**src/rtl/osd_candidate_generator.sv**
```systemverilog
// Streams base^pattern for every weight-1 then weight-2 error pattern, one per valid/ready transfer.
// Optional macro OSD_GEN_ORDER0_EN prepends the all-zero pattern (candidate equals base).
module osd_candidate_generator #(
   parameter int K         = 32,
   parameter int TOTAL     = K + K*(K-1)/2,
   parameter int IDX_WIDTH = $clog2(TOTAL+2)
) (
   input  logic                 clk,
   input  logic                 rst,
   input  logic                 start,
   input  logic                 abort,
   input  logic [K-1:0]         base_word,
   output logic                 out_valid,
   input  logic                 out_ready,
   output logic [K-1:0]         cand_out,
   output logic [K-1:0]         pattern_out,
   output logic [IDX_WIDTH-1:0] cand_idx,
   output logic                 cand_last,
   output logic                 busy,
   output logic                 done
);
   localparam int CW = $clog2(K) + 1;
   localparam logic [CW-1:0] I_LAST  = CW'(K-1);
   // Wraps for K=1, where ORD2 is never entered.
   localparam logic [CW-1:0] I2_LAST = CW'(K-2);
`ifdef OSD_GEN_ORDER0_EN
   localparam logic [IDX_WIDTH-1:0] IDX_LAST = IDX_WIDTH'(TOTAL);
`else
   localparam logic [IDX_WIDTH-1:0] IDX_LAST = IDX_WIDTH'(TOTAL-1);
`endif

   typedef enum logic [2:0] {IDLE, ORD0, ORD1, ORD2, FIN} state_t;

   state_t               state, state_nxt;
   logic [K-1:0]         base_q;
   logic [CW-1:0]        i_q, j_q;
   logic [IDX_WIDTH-1:0] idx_q;
   logic                 xfer;

   assign xfer = out_valid && out_ready;

   always_ff @(posedge clk) begin
      if (rst) state <= IDLE;
      else     state <= state_nxt;
   end

   always_comb begin
      state_nxt = state;
      case (state)
         IDLE: begin
            if (start) begin
`ifdef OSD_GEN_ORDER0_EN
               state_nxt = ORD0;
`else
               state_nxt = ORD1;
`endif
            end
         end
         ORD0: begin
            if (abort)     state_nxt = IDLE;
            else if (xfer) state_nxt = ORD1;
         end
         ORD1: begin
            if (abort)                          state_nxt = IDLE;
            else if (xfer && (i_q == I_LAST))   state_nxt = (K >= 2) ? ORD2 : FIN;
         end
         ORD2: begin
            if (abort) state_nxt = IDLE;
            else if (xfer && (i_q == I2_LAST) && (j_q == I_LAST)) state_nxt = FIN;
         end
         FIN:     state_nxt = IDLE;
         default: state_nxt = IDLE;
      endcase
   end

   // Pair (i,j) walks lexicographically; after (i,K-1) the next pair is (i+1,i+2).
   always_ff @(posedge clk) begin
      if (rst) begin
         base_q <= '0;
         i_q    <= '0;
         j_q    <= CW'(1);
         idx_q  <= '0;
      end else if ((state == IDLE) && start) begin
         base_q <= base_word;
         i_q    <= '0;
         j_q    <= CW'(1);
         idx_q  <= '0;
      end else if (xfer && !abort) begin
         idx_q <= idx_q + IDX_WIDTH'(1);
         case (state)
            ORD1: begin
               if (i_q == I_LAST) begin
                  i_q <= '0;
                  j_q <= CW'(1);
               end else begin
                  i_q <= i_q + CW'(1);
               end
            end
            ORD2: begin
               if (j_q == I_LAST) begin
                  i_q <= i_q + CW'(1);
                  j_q <= i_q + CW'(2);
               end else begin
                  j_q <= j_q + CW'(1);
               end
            end
            default: ;
         endcase
      end
   end

   always_comb begin
      out_valid   = 1'b0;
      busy        = 1'b0;
      done        = 1'b0;
      pattern_out = '0;
      case (state)
         ORD0: begin
            out_valid = 1'b1;
            busy      = 1'b1;
         end
         ORD1: begin
            out_valid   = 1'b1;
            busy        = 1'b1;
            pattern_out = K'(1) << i_q;
         end
         ORD2: begin
            out_valid   = 1'b1;
            busy        = 1'b1;
            pattern_out = (K'(1) << i_q) | (K'(1) << j_q);
         end
         FIN:     done = 1'b1;
         default: ;
      endcase
      cand_out  = out_valid ? (base_q ^ pattern_out) : '0;
      cand_idx  = out_valid ? idx_q : '0;
      cand_last = out_valid && (idx_q == IDX_LAST);
   end
endmodule

```
**config.mk**
```make
export PLATFORM = sky130hd
export DESIGN_NAME = osd_candidate_generator
export DESIGN_NICKNAME = d
export VERILOG_FILES = /design/src/rtl/osd_candidate_generator.sv
export SDC_FILE = /design/constraint.sdc
export NUM_CORES = 1
export LEC_CHECK = 0
export BUFFER_PORTS_ARGS = -buffer_cell sky130_fd_sc_hd__buf_2
export CORE_MARGIN = 2
export CORE_UTILIZATION = 48
export DETAILED_ROUTE_END_ITERATION = 6
export PLACE_DENSITY = 0.87
export RECOVER_POWER = 25
export SYNTH_ARGS = -nofsm -noshare
export SYNTH_HDL_FRONTEND = slang
export SYNTH_SLANG_ARGS = --single-unit
```
**constraint.sdc**
```tcl
create_clock -name clk -period 1.8 [get_ports clk]
set_input_delay 0.36 -clock clk [delete_from_list [all_inputs] [get_ports clk]]
set_output_delay 0.36 -clock clk [all_outputs]
set_load 0.01 [all_outputs]
```
# After elaboration in Yosys (flattened, before gate mapping)
# Index checks and enable logic that the tools add are counted.
# word_totals
mem_count	0
latch_bits	0
register_bits	57
input_bits	37
wordCells	61
out_inout_bits	78
mem_bits_ro	0
mem_bits_rw	0
# classes
n_reduce_logical	15
n_div	0
magnitude_cmp	0
mul	0
bitwise	2
shift	2
eq_ne	14
mux	19
n_addsub	4
# ops
cell	count
$pmux W32 S2	1
$shl A1 B6 Y32 const A	2
$mux W32	1
$or A32 B32 Y32	1
$xor A32 B32 Y32	1
$mux W6	4
$pmux W6 S2	2
$mux W3	7
$eq A6 B5 Y1 const B	3
$add A6 B1 Y6 const B	2
$pmux W3 S4	1
$add A10 B1 Y10 const B	1
$eq A10 B10 Y1 const B	1
$mux W10	1
$ne A3 B3 Y1 const B	3
$logic_and A1 B1 Y1	7
$add A6 B2 Y6 const B	1
$eq A3 B2 Y1 const B	2
$ne A2 B2 Y1 const B	3
$reduce_and A3 Y1	2
$reduce_and A4 Y1	1
$eq A3 B1 Y1 const B	1
$eq A3 B3 Y1 const B	1
$logic_not A3 Y1	1
5 further kinds	6

# Logic depth before layout (Yosys ltp)
# logic_depth
ltp_word	9
depth_mapped	7
mapped_depth_nobuf	6

# Least setup slack after synthesis
# Ideal clock, no wire load.
# synth_path
path_kind	register to output
startpoint	reg state[2]
endpoint	out cand_out[20]
path_buffers	2
t_required_ns	1.440
setup_slack_ns	-0.266
t_arrival_ns	1.706
path_stages_with_launch	7
path_cell_list	dfxtp_1 > clkbuf_1 > nor4bb_1 > buf_2 > nand2_1 > o22ai_1 > mux2i_1
# synth_via
elab_chain_cells	4
elab_cells_between_ends	8
cone_classes	eq/ne: 3; mux: 3; bitwise: 1; reduce/logical: 1
# synth_lines
element	line_no	rtl
from (decl)	34	state_t state, state_nxt;
from (signal assigned)	44	else state <= state_nxt;
$eq A3 B2 Y1	117	case (state)
$pmux W32 S2 *	117	
net pattern_out[20]	16	output logic [K-1:0] pattern_out,
$xor A32 B32 Y32 *	135	cand_out = out_valid ? (base_q ^ pattern_out) : '0;
$mux W32 *	135	
to (decl)	15	output logic [K-1:0] cand_out,
# The timed path passes the listed nets; every way through them passes the cells marked *.

# Worst setup path in the final report
# layout_path
startpoint	reg state[2]
endpoint	out cand_out[4]
# layout_via
elab_chain_cells	4
elab_cells_between_ends	8
cone_classes	eq/ne: 3; mux: 3; bitwise: 1; reduce/logical: 1
# layout_lines
element	line_no
$eq A3 B2 Y1 or $eq A3 B1 Y1 (tied branches)	117
$pmux W32 S2 or $reduce_or A3 Y1 (tied branches)	-
$xor A32 B32 Y32 or $mux W1 (tied branches)	135, 117
$mux W32 *	135
# Mark *: on every way between the ends. The rest lies on a longest branch, timed or not.

==> results.txt <==
drt pass-1 iters = 7
CTS tree = done
Worst EP arrival = 2300 ps
final hold viol count = 0
fill count = 365
Startpoint Class = register
flops & latches, synth = 57
CTS Sinks = 57
initial antenna violation count = 0
Syn Std Cell Area = 0.00397 mm²
Min Clock Period, post-route = 2660 ps
sequential area share after synthesis = 28.8%
nets@finish = 821
Tcrit/Tclk final = 148%
Yosys cell types = 54
H-tree depth = 3
clk_skew = 19.5 ps
crit end category = output port
Buf/Inv on CP = 2
ys async rst share = 0%
top cell type's share of synthesized area = 28.8%
io pins = 115
full die area = 0.00901 mm²
Post-DP Area = 0.00536 mm²
Tot Pwr = 0.00340 W
GRT Overall Usage = 35.0%
worst relative slew slack = 62.5%
maximum vdd drop = 0.000462 V
slowest stage delay, CP = 500 ps
hold crit path type = in2reg
Leakage Power = 2.91 nW
flop-to-flop setup slack = -260 ps
number of global-route vias before repair = 4970
gate count after technology mapping = 557
worst setup path category = reg2out
Die W = 94.9 µm
hpwl dp = 10600 µm
crit-path leading delay family = simple AND/OR/NAND/NOR gates
clock slew at reported path FFs = 90 ps
global-route wire length before repair = 24500 µm
hold buffers post-CTS = 0
synthesis warning total = 0
maximum clock path buffer count = 2
failing checks = negative setup slack
fin area = 0.00716 mm²
maxcap violations = 0
Clk Tree Root Cell = clkbuf_8
Final Max Slew Viols = 0
cts bufs inserted = 9
outcome = complete, but fails checks
endpoints failing setup = 128
most area-consuming cells after synthesis = dfxtp_1 (29%), nand2_1 (10%), a21oi_1 (8.3%)
Synth top cells by count = nand2_1 (108), a21oi_1 (66), nand3_1 (61), dfxtp_1 (57), nor2_1 (26)
Final Util = 88.5%
PortBufs = 114
Sequential Area = 0.00118 mm²
Power Dens Cells = 474 mW/mm²
1st-iter DRT viols = 956
clock latency on the worst-skew pair = 370 ps
TNS Setup = -42760 ps
Slowest-stage cell, CP = nor4b_4
crit-path cells = nor4b_4 > buf_4 > nand2_8 > o22ai_4 > mux2i_2 > buf_2
syn nets = 608
antenna viol nets, final = 0
drt via density = 7.11
layout cell share with drive strength beyond 1 = 55.4%
largest fanout on the critical path = 6
RSZ-0062 raised after global routing = yes
largest net degree at the start of global routing = 33
final worst setup slack = -861 ps
total grt overflow = 0
Setup WS pre-CTS = -191 ps
Placer Congestion = 1.02
area of the multi-input gates = 0.00363 mm²
Post-Route WL = 23600 µm
most common flop cell mapped by yosys = dfxtp_1
Synth area leader = dfxtp_1
FMAX = 376 MHz
most numerous cell in the Yosys netlist = nand2_1
Slew @ Worst Pin = 561 ps
starting density of the core = 49.0%
Avg Cell Area, Syn = 7.12 µm²
Area Growth Syn to Fin = 80.5%
DRC violations left = 0
Cell Rows = 33
Post-synth EDFFs = 0
drt wl/cell = 26.9 µm
Antenna Cells = 0
Worst EP required = 1440 ps
core area = 0.00809 mm²
via count = 6258
chip height = 94.9 µm
logic make-up after synthesis:
logic type / share of synthesized area, %
compound gates: 20.9
xor+xnor: 2.65
fa+ha+maj: 4.42
buf+inv: 5.80
flops: 28.8
mux: 2.78
simple gates: 34.7
what timing repair did:
| item | in CTS | in global routing |
|---|---|---|
| setup endpoints to repair | 81 | 84 |
| resized for setup | 91 | 192 |
| gates cloned | 1 | 1 |
| pin swaps | 19 | 54 |
| setup buffers | 9 | 38 |
sequential cells by signal, indices dropped and copies added, names as in the netlist:
| name | cells |
|---|---|
| idx_q | 10 |
| i_q | 6 |
| j_q | 6 |
| base_q | 32 |
| state | 3 |
tightest hold or removal path, cell delays in order:
cell     delay [ps]
buf_2           100
nand2_1          50
a21oi_1          50
routing by layer:
metal	global-route usage (%)	up-vias	part of all wire (%)
met5	0	-	0
met4	18.5	0	11
met3	7.58	313	13
met2	57.4	734	44
met1	42.9	2808	32
li1	-	2403	-
placed cells by master (no fill, tap or decap), drive strengths merged, types with 5 or more instances in the layout:
master,count
nor2b,11
buf,241
ha,14
nand3,61
xor2,7
o22ai,10
a21o,17
nand2b,5
clkbuf,11
dfxtp,57
nand2,108
nor3,5
xnor2,5
and2,19
nor2,26
o21ai,10
mux2i,11
a21oi,66
inv,14
nand4,10
a32oi,7
final cells by class:
| type | instances | area share, % |
|---|---|---|
| inverter | 14 | 0.804 |
| clock inverter | 7 | 1.33 |
| multi-input combinational | 445 | 50.7 |
| tap | 105 | 1.83 |
| sequential | 57 | 16.5 |
| timing repair buffer | 243 | 27.0 |
| clock buffer | 9 | 1.73 |
final timing paths:
kind | startpoint | to | cells after the start
min reg2reg | base_q[23]$_SDFFE_PP0P_ | base_q[23]$_SDFFE_PP0P_ | 2
max reg2reg | state[2]$_SDFFE_PP0P_ | idx_q[9]$_SDFFE_PP0P_ | 8
max | state[2]$_SDFFE_PP0P_ | cand_out[4] | 6
min | base_word[23] | base_q[23]$_SDFFE_PP0P_ | 3
where the power goes:
part | switching [W] | total, W | internal [W]
clock | 0.000665 | 0.00144 | 0.000776
sequential | 0.0000523 | 0.00135 | 0.00129
combinational | 0.000361 | 0.000608 | 0.000247
total | 0.00108 | 0.00340 | 0.00232
per-stage QoR:
step,instances,hold slack [ps]
final,880,221
after global placement,825,455
after detailed placement,825,463
after CTS,851,240
after global routing,880,246
after floorplan,557,448
Power figures use the tool's default switching activity.
